`src/rtl/ib_pkg.sv`:
```
// Shared sizing and state encoding for the fetch/decode instruction buffer controller.
package ib_pkg;
  localparam int IB_DEPTH        = 32;
  localparam int IB_PTR_W        = 5;
  localparam int IB_FETCH_W      = 8;
  localparam int IB_ISSUE_W      = 4;
  localparam int IB_FLUSH_SHADOW = 1;

  typedef enum logic [0:0] {RUN = 1'b0, FLUSH = 1'b1} ib_state_t;
endpackage

```
`src/rtl/inst_buf_ctrl_if.sv`:
```
// Fetch/decode side bundle of the instruction buffer controller.
interface inst_buf_ctrl_if
  import ib_pkg::*;
#(
  parameter int PTR_W   = IB_PTR_W,
  parameter int FETCH_W = IB_FETCH_W,
  parameter int ISSUE_W = IB_ISSUE_W
);
  logic               flush_i;
  logic [FETCH_W-1:0] fetch_vld_i;
  logic               fetch_rdy_o;
  logic               dec_rdy_i;
  logic               wr_en_o;
  logic [PTR_W-1:0]   wr_ptr_o;
  logic [3:0]         wr_cnt_o;
  logic [PTR_W-1:0]   rd_ptr_o;
  logic [ISSUE_W-1:0] issue_vld_o;
  logic [PTR_W:0]     count_o;
  logic               empty_o;
  logic               full_o;
  logic               ovf_o;

  modport master (
    output flush_i, fetch_vld_i, dec_rdy_i,
    input  fetch_rdy_o, wr_en_o, wr_ptr_o, wr_cnt_o, rd_ptr_o, issue_vld_o,
           count_o, empty_o, full_o, ovf_o
  );

  modport slave (
    input  flush_i, fetch_vld_i, dec_rdy_i,
    output fetch_rdy_o, wr_en_o, wr_ptr_o, wr_cnt_o, rd_ptr_o, issue_vld_o,
           count_o, empty_o, full_o, ovf_o
  );
endinterface

```
`src/rtl/ib_lead_ones.sv`:
```
// Length of the run of ones starting at slot 0, plus a flag for any valid slot past a hole.
module ib_lead_ones #(
  parameter int FETCH_W = 8,
  parameter int CNT_W   = 4
) (
  input  logic [FETCH_W-1:0] vld,
  output logic [CNT_W-1:0]   cnt,
  output logic               gap
);
  logic run;

  always_comb begin
    run = 1'b1;
    cnt = '0;
    gap = 1'b0;
    for (int i = 0; i < FETCH_W; i++) begin
      if (run && vld[i]) cnt = cnt + CNT_W'(1);
      else begin
        run = 1'b0;
        gap = gap | vld[i];
      end
    end
  end
endmodule

```
`src/rtl/inst_buf_ctrl.sv`:
```
// Pointer/occupancy sequencer for the 32-entry fetch->decode buffer with flush shadow.
module inst_buf_ctrl
  import ib_pkg::*;
#(
  parameter int DEPTH        = IB_DEPTH,
  parameter int PTR_W        = IB_PTR_W,
  parameter int FETCH_W      = IB_FETCH_W,
  parameter int ISSUE_W      = IB_ISSUE_W,
  parameter int FLUSH_SHADOW = IB_FLUSH_SHADOW
) (
  input  logic           clock,
  input  logic           reset,
  inst_buf_ctrl_if.slave bus
);
  localparam logic [0:0] ST_RUN   = RUN;
  localparam logic [0:0] ST_FLUSH = FLUSH;
  localparam int         AV_W     = $clog2(ISSUE_W + 1);
  localparam int         CNT_W    = PTR_W + 1;

  logic [0:0]       state_q;
  logic [1:0]       shadow_q;
  logic [PTR_W-1:0] wr_ptr_q, rd_ptr_q;
  logic [CNT_W-1:0] count_q;
  logic             ovf_q;

  logic [3:0]       lead_cnt, wr_cnt;
  logic             gap, in_run, fetch_rdy, wr_en, proto_err;
  logic [AV_W-1:0]  avail, rd_cnt;

  ib_lead_ones #(.FETCH_W(FETCH_W), .CNT_W(4)) u_lead (
    .vld (bus.fetch_vld_i),
    .cnt (lead_cnt),
    .gap (gap)
  );

  // Ready is a pure function of registered occupancy: no input->ready path.
  assign in_run    = (state_q == ST_RUN);
  assign fetch_rdy = in_run && (count_q <= CNT_W'(DEPTH - FETCH_W));
  assign wr_en     = fetch_rdy && !bus.flush_i && (lead_cnt != 4'd0);
  assign wr_cnt    = wr_en ? lead_cnt : 4'd0;

  assign avail  = !in_run ? '0 :
                  (count_q >= CNT_W'(ISSUE_W)) ? AV_W'(ISSUE_W) : AV_W'(count_q);
  assign rd_cnt = (bus.dec_rdy_i && !bus.flush_i) ? avail : '0;

  for (genvar g = 0; g < ISSUE_W; g++) begin : g_therm
    assign bus.issue_vld_o[g] = (avail > AV_W'(g));
  end

  // Dropped bundles and holes in the valid mask are both protocol errors, but only in RUN.
  assign proto_err = in_run && ((|bus.fetch_vld_i && !fetch_rdy) || (fetch_rdy && gap));

  always_ff @(posedge clock) begin
    if (reset) begin
      state_q  <= ST_RUN;
      shadow_q <= '0;
      wr_ptr_q <= '0;
      rd_ptr_q <= '0;
      count_q  <= '0;
      ovf_q    <= 1'b0;
    end else begin
      ovf_q <= ovf_q | proto_err;
      if (bus.flush_i) begin
        wr_ptr_q <= '0;
        rd_ptr_q <= '0;
        count_q  <= '0;
        if (FLUSH_SHADOW > 0) begin
          state_q  <= ST_FLUSH;
          shadow_q <= 2'(FLUSH_SHADOW);
        end else begin
          state_q  <= ST_RUN;
        end
      end else if (state_q == ST_FLUSH) begin
        shadow_q <= shadow_q - 2'd1;
        if (shadow_q <= 2'd1) state_q <= ST_RUN;
      end else begin
        wr_ptr_q <= wr_ptr_q + PTR_W'(wr_cnt);
        rd_ptr_q <= rd_ptr_q + PTR_W'(rd_cnt);
        count_q  <= count_q + CNT_W'(wr_cnt) - CNT_W'(rd_cnt);
      end
    end
  end

  assign bus.fetch_rdy_o = fetch_rdy;
  assign bus.wr_en_o     = wr_en;
  assign bus.wr_cnt_o    = wr_cnt;
  assign bus.wr_ptr_o    = wr_ptr_q;
  assign bus.rd_ptr_o    = rd_ptr_q;
  assign bus.count_o     = count_q;
  assign bus.empty_o     = (count_q == '0);
  assign bus.full_o      = in_run && !fetch_rdy;
  assign bus.ovf_o       = ovf_q;
endmodule

```
`src/flat_wrapper.sv`:
```
// flat-port wrapper written by rule: the top's interface ports become plain ports
module inst_buf_ctrl_flat import ib_pkg::*;
#(
  parameter int DEPTH        = IB_DEPTH,
  parameter int PTR_W        = IB_PTR_W,
  parameter int FETCH_W      = IB_FETCH_W,
  parameter int ISSUE_W      = IB_ISSUE_W,
  parameter int FLUSH_SHADOW = IB_FLUSH_SHADOW
)
  (clock, reset, bus_flush_i, bus_fetch_vld_i, bus_dec_rdy_i, bus_fetch_rdy_o, bus_wr_en_o, bus_wr_ptr_o, bus_wr_cnt_o, bus_rd_ptr_o, bus_issue_vld_o, bus_count_o, bus_empty_o, bus_full_o, bus_ovf_o);
  inst_buf_ctrl_if #(.PTR_W(PTR_W), .FETCH_W(FETCH_W), .ISSUE_W(ISSUE_W)) bus_i ();
  input  logic clock;
  input  logic reset;
  input wire logic [$bits(bus_i.flush_i)-1:0] bus_flush_i;
  input wire logic [$bits(bus_i.fetch_vld_i)-1:0] bus_fetch_vld_i;
  input wire logic [$bits(bus_i.dec_rdy_i)-1:0] bus_dec_rdy_i;
  output wire logic [$bits(bus_i.fetch_rdy_o)-1:0] bus_fetch_rdy_o;
  output wire logic [$bits(bus_i.wr_en_o)-1:0] bus_wr_en_o;
  output wire logic [$bits(bus_i.wr_ptr_o)-1:0] bus_wr_ptr_o;
  output wire logic [$bits(bus_i.wr_cnt_o)-1:0] bus_wr_cnt_o;
  output wire logic [$bits(bus_i.rd_ptr_o)-1:0] bus_rd_ptr_o;
  output wire logic [$bits(bus_i.issue_vld_o)-1:0] bus_issue_vld_o;
  output wire logic [$bits(bus_i.count_o)-1:0] bus_count_o;
  output wire logic [$bits(bus_i.empty_o)-1:0] bus_empty_o;
  output wire logic [$bits(bus_i.full_o)-1:0] bus_full_o;
  output wire logic [$bits(bus_i.ovf_o)-1:0] bus_ovf_o;
  assign bus_i.flush_i = bus_flush_i;
  assign bus_i.fetch_vld_i = bus_fetch_vld_i;
  assign bus_i.dec_rdy_i = bus_dec_rdy_i;
  assign bus_fetch_rdy_o = bus_i.fetch_rdy_o;
  assign bus_wr_en_o = bus_i.wr_en_o;
  assign bus_wr_ptr_o = bus_i.wr_ptr_o;
  assign bus_wr_cnt_o = bus_i.wr_cnt_o;
  assign bus_rd_ptr_o = bus_i.rd_ptr_o;
  assign bus_issue_vld_o = bus_i.issue_vld_o;
  assign bus_count_o = bus_i.count_o;
  assign bus_empty_o = bus_i.empty_o;
  assign bus_full_o = bus_i.full_o;
  assign bus_ovf_o = bus_i.ovf_o;
  inst_buf_ctrl #(.DEPTH(DEPTH), .PTR_W(PTR_W), .FETCH_W(FETCH_W), .ISSUE_W(ISSUE_W), .FLUSH_SHADOW(FLUSH_SHADOW)) u_core (.clock(clock), .reset(reset), .bus(bus_i));
endmodule
```
`config.mk`:
```
export PLATFORM = sky130hd
export DESIGN_NAME = inst_buf_ctrl_flat
export DESIGN_NICKNAME = d
export VERILOG_FILES = /design/src/rtl/ib_pkg.sv /design/src/rtl/inst_buf_ctrl_if.sv /design/src/rtl/ib_lead_ones.sv /design/src/rtl/inst_buf_ctrl.sv /design/src/flat_wrapper.sv
export SDC_FILE = /design/constraint.sdc
export NUM_CORES = 1
export LEC_CHECK = 0
export CORE_MARGIN = 3
export CORE_UTILIZATION = 45
export CTS_BUF_LIST = sky130_fd_sc_hd__clkbuf_2 sky130_fd_sc_hd__clkbuf_4 sky130_fd_sc_hd__clkbuf_8
export CTS_CLUSTER_DIAMETER = 80
export DETAILED_ROUTE_END_ITERATION = 16
export PLACE_DENSITY = 0.72
export SETUP_SLACK_MARGIN = 0.2
export SYNTH_ARGS = -nofsm -noshare
export SYNTH_HDL_FRONTEND = slang
export SYNTH_SLANG_ARGS = --single-unit
```
`constraint.sdc`:
```
create_clock -name clock -period 5.9 [get_ports clock]
set_input_delay 1.18 -clock clock [delete_from_list [all_inputs] [get_ports clock]]
set_output_delay 1.18 -clock clock [all_outputs]
set_load 0.05 [all_outputs]
```
==> impl_results.md, run 1 <==
* Outcome: finished, final reports clean
* Most frequent cells in the layout: 34 x nor2_1, 34 x clkdlybuf4s50_1, 33 x inv_1
* Pwr dens at ~220 mW/mm^2
* Fin crit period at roughly 5300 ps
* Die height at between 70 and 80 um
* Filler cell count at 359
* Setup CP Type: input port to flip-flop
* Critical path data required time at about 6100 ps
* First-pass GRT wire length at 7230 um
* Total CTS buffers at 3
* Top cell type's share of synthesized area at 0.209
* # diodes at 0
* Logic pwr share at 0.464
* RePlAce Congestion at between 0.8 and 0.9
* Met1 usage at 0.227
* H-tree depth at 1
* Vias per cell at 5.18
* Drt drc at 0
* CP endpoint kind: flip-flop
* Fin worst setup slack at ~620 ps
* Met3 Use GR at 0.0252
* Clock share of power at 0.263
* Number of port buffers at 40
* Wirelength per Cell at 11.9 um
* Area growth syn-to-layout at 28.3%
* Internal at 0.327 mW
* Multi-input logic area at 0.00135 sq mm
* Overall power at around 0.54 mW
* Slew Limit Headroom at 0.585
* Worst IR Drop VDD at between 0.0001 and 0.00015 V
* Core Area at ~0.004 sq mm
* FF+latch area at 400 sq um
* HP Class: flip-flop to flip-flop
* DRT Pass-1 Iters at 4
* Mapped Avg Cell Area at 7.63 sq um
* Initial DRC count at 63
* Antenna viol nets, final at 0
* Clock Tree Root: clkbuf_8
* Final setup viols at 0
* WL final at 4060 um
* Seq/Total Area, Yosys at 0.209
* RSZ-0062 raised after global routing: no
* Setup slack at placement at approximately 100 ps
* Syn nets at 290
* Grt peak-use layer: met2
* Initial antenna violation count at 0
* Vias at roughly 1.8k
* Die extent in x at ~71 um
* Vias in the first global route at about 1.7k
* Maxcap violations at 0
* Final #Nets at 330
* P_leak at about 1.1 nW
* All-Layer GR Usage at 0.170
* Setup Total Neg Slack at 0 ps
* Post-DP Area at 0.00237 sq mm
* Finished layout cell area at 0.00246 sq mm
* Grt ovf at 0
* # IOs at between 40 and 50
* Clock tree buffer depth at 2
* Final hold vios at 0
* Clock transition at the registers of the reported paths at approximately 80 ps
* Hold-fix buffer count after cts at 0
* DP HPWL at roughly 3200 um
* Largest area contributor in the netlist: dfxtp_1
* CTS tree: yes
* Startpoint types: input port
* Sequential share of power at 0.274
* Synth top area cells: dfxtp_1 21%, ha_1 14%, nor2_1 6.7%
* Mapped Cells at ~250
* Max-slew violations at 0
* Ratio of cells with drive above 1 in the final layout at 0.0897
* Clk_lat worst skew at 260 ps
* Worst Path Max Fanout at 7
* Hold_sp: u_core.bus.ovf_o
* YS warnings at 0
* Met2 Resource Use GR at 0.290
* Die ar. at 0.00508 sq mm
* Largest net degree at the start of global routing at 36
* Initial Utilization at 0.472
* Crit path arrival time at ~5500 ps
* Cell area after synthesis at about 0.0019 sq mm
* Yosys reg bits at 20
* Sw frac at 0.391
* CP Launch Point: bus_fetch_vld_i[3]
* Worst-Margin Slew at a little over 600 ps
* Distinct cells, synth at 41
* Switching power at 0.210 mW
* Crit share post-route at 0.895
* Clk_skew at about 2.6 ps
* Worst r2r src: u_core.bus.count_o[5]
* Max Fclk at roughly 190 MHz
* Num Clock Sinks at 20
* Num rows at 23
==> final timing paths <==
| check | slack [ps] | end | cells past startpoint |
|---|---|---|---|
| worst max register to register | 2500 | u_core.bus.count_o[4] | 17 |
| worst min-delay path | 490 | u_core.bus.ovf_o | 2 |
| worst max-delay path | 620 | u_core.bus.count_o[5] | 21 |
| worst min register to register | 490 | u_core.bus.ovf_o | 2 |
==> state kept, by name, indices dropped and copies added, names as in the netlist <==
| signal | flops |
|---|---|
| u_core.bus.rd_ptr_o | 5 |
| u_core.bus.wr_ptr_o | 5 |
| u_core.bus.count_o | 6 |
| u_core.shadow_q | 2 |
| u_core.bus.ovf_o | 1 |
| u_core.state_q | 1 |
==> synthesized netlist by cell type (all sizes together) <==
cell type  instances
and2               1
nand4              1
nand2             18
nor2b              5
mux2               2
a21oi             24
a21boi             2
or3                2
xnor2              4
nor3b              2
a211oi             1
o21ai             13
clkbuf             6
xor2               7
nor2              34
a31o               1
a311oi             1
a31oi              5
o2111ai            1
fa                 5
a21o               5
inv               33
o21bai             2
and4               1
mux2i              7
buf                3
nor3               4
and3               1
ha                22
or2                3
a41oi              1
or3b               1
dfxtp             20
nor4               1
nand3              4
o21a               1
and3b              1
nand2b             6
==> power by group through the flow <==
stage	combinational, mW	sequential, mW	clock (mW)
6_report	0.249	0.147	0.141
5_1_grt	0.274	0.149	0.147
4_1_cts	0.249	0.147	0.143
3_5_place_dp	0.247	0.150	0
3_3_place_gp	0.245	0.150	0
2_1_floorplan	0.161	0.166	0
==> timing repair <==
action / in CTS / in global routing
buffers inserted: 0 / 0
gates resized for setup: 0 / 6
setup endpoints to repair: 0 / 2
==> critical path, stage by stage <==
cell	delay (ps)
clkdlybuf4s50_1	550
nand2b_1	150
nand2_1	60
a21boi_0	360
ha_1	340
nor2_1	100
o21ai_0	80
ha_1	280
mux2i_1	70
a21oi_1	190
a21oi_2	60
nand2b_2	220
fa_1	580
inv_1	60
ha_1	290
a21o_1	190
a21oi_2	180
o21bai_1	80
a21oi_1	180
xor2_1	80
o21a_1	160
==> cell families after synthesis <==
group | count (synthesis) | synth area share
compound gates | 57 | 0.189
xor+xnor | 11 | 0.0503
fa+ha+maj | 27 | 0.196
buf+inv | 42 | 0.0921
flops | 20 | 0.209
mux | 9 | 0.0523
simple gates | 85 | 0.212
==> metrics by stage <==
stage               hold slack (ps)  std cells   util
finish                          490        340  0.606
global route                    529        340  0.606
CTS                             494        340  0.602
detailed placement              469        336  0.584
global placement                465        336  0.584
floorplan                       484        251      -
==> cell type report <==
type | instances | share of cell area
Inverter | 33 | 0.0504
Multi-Input combinational cell | 189 | 0.549
Sequential cell | 20 | 0.163
Clock buffer | 3 | 0.0168
Clock inverter | 1 | 0.0122
Tap cell | 50 | 0.0255
Timing Repair Buffer | 44 | 0.183
==> routing by layer <==
layer	wire length [um]	vias to the layer above	part of all wire
met4	58	0	0.014
met5	0	-	0
met2	1930	48	0.47
met1	1870	792	0.46
met3	199	7	0.049
li1	-	914	-
No activity file was read; power rests on OpenSTA's default activity.
==> run 2: changes to the inputs <==
--- a/config.mk
+++ b/config.mk
@@ -8,7 +8,7 @@
 export CORE_MARGIN = 3
 export CORE_UTILIZATION = 45
 export CTS_BUF_LIST = sky130_fd_sc_hd__clkbuf_2 sky130_fd_sc_hd__clkbuf_4 sky130_fd_sc_hd__clkbuf_8
-export CTS_CLUSTER_DIAMETER = 80
+export CTS_CLUSTER_DIAMETER = 100
 export DETAILED_ROUTE_END_ITERATION = 16
 export PLACE_DENSITY = 0.72
 export SETUP_SLACK_MARGIN = 0.2
==> results of run 2 <==
Same layout as run 1: the final DEF is identical, and so are final timing and power.
==> run 3: changes to the inputs <==
--- a/config.mk
+++ b/config.mk
@@ -5,6 +5,8 @@
 export SDC_FILE = /design/constraint.sdc
 export NUM_CORES = 1
 export LEC_CHECK = 0
+export ABC_CLOCK_PERIOD_IN_PS = 5900
+export CAP_MARGIN = 30
 export CORE_MARGIN = 3
 export CORE_UTILIZATION = 45
 export CTS_BUF_LIST = sky130_fd_sc_hd__clkbuf_2 sky130_fd_sc_hd__clkbuf_4 sky130_fd_sc_hd__clkbuf_8
@@ -12,6 +14,7 @@
 export DETAILED_ROUTE_END_ITERATION = 16
 export PLACE_DENSITY = 0.72
 export SETUP_SLACK_MARGIN = 0.2
+export SLEW_MARGIN = 0
 export SYNTH_ARGS = -nofsm -noshare
 export SYNTH_HDL_FRONTEND = slang
 export SYNTH_SLANG_ARGS = --single-unit
==> results of run 3 <==
Same layout as run 1: the final DEF is identical, and so are final timing and power.
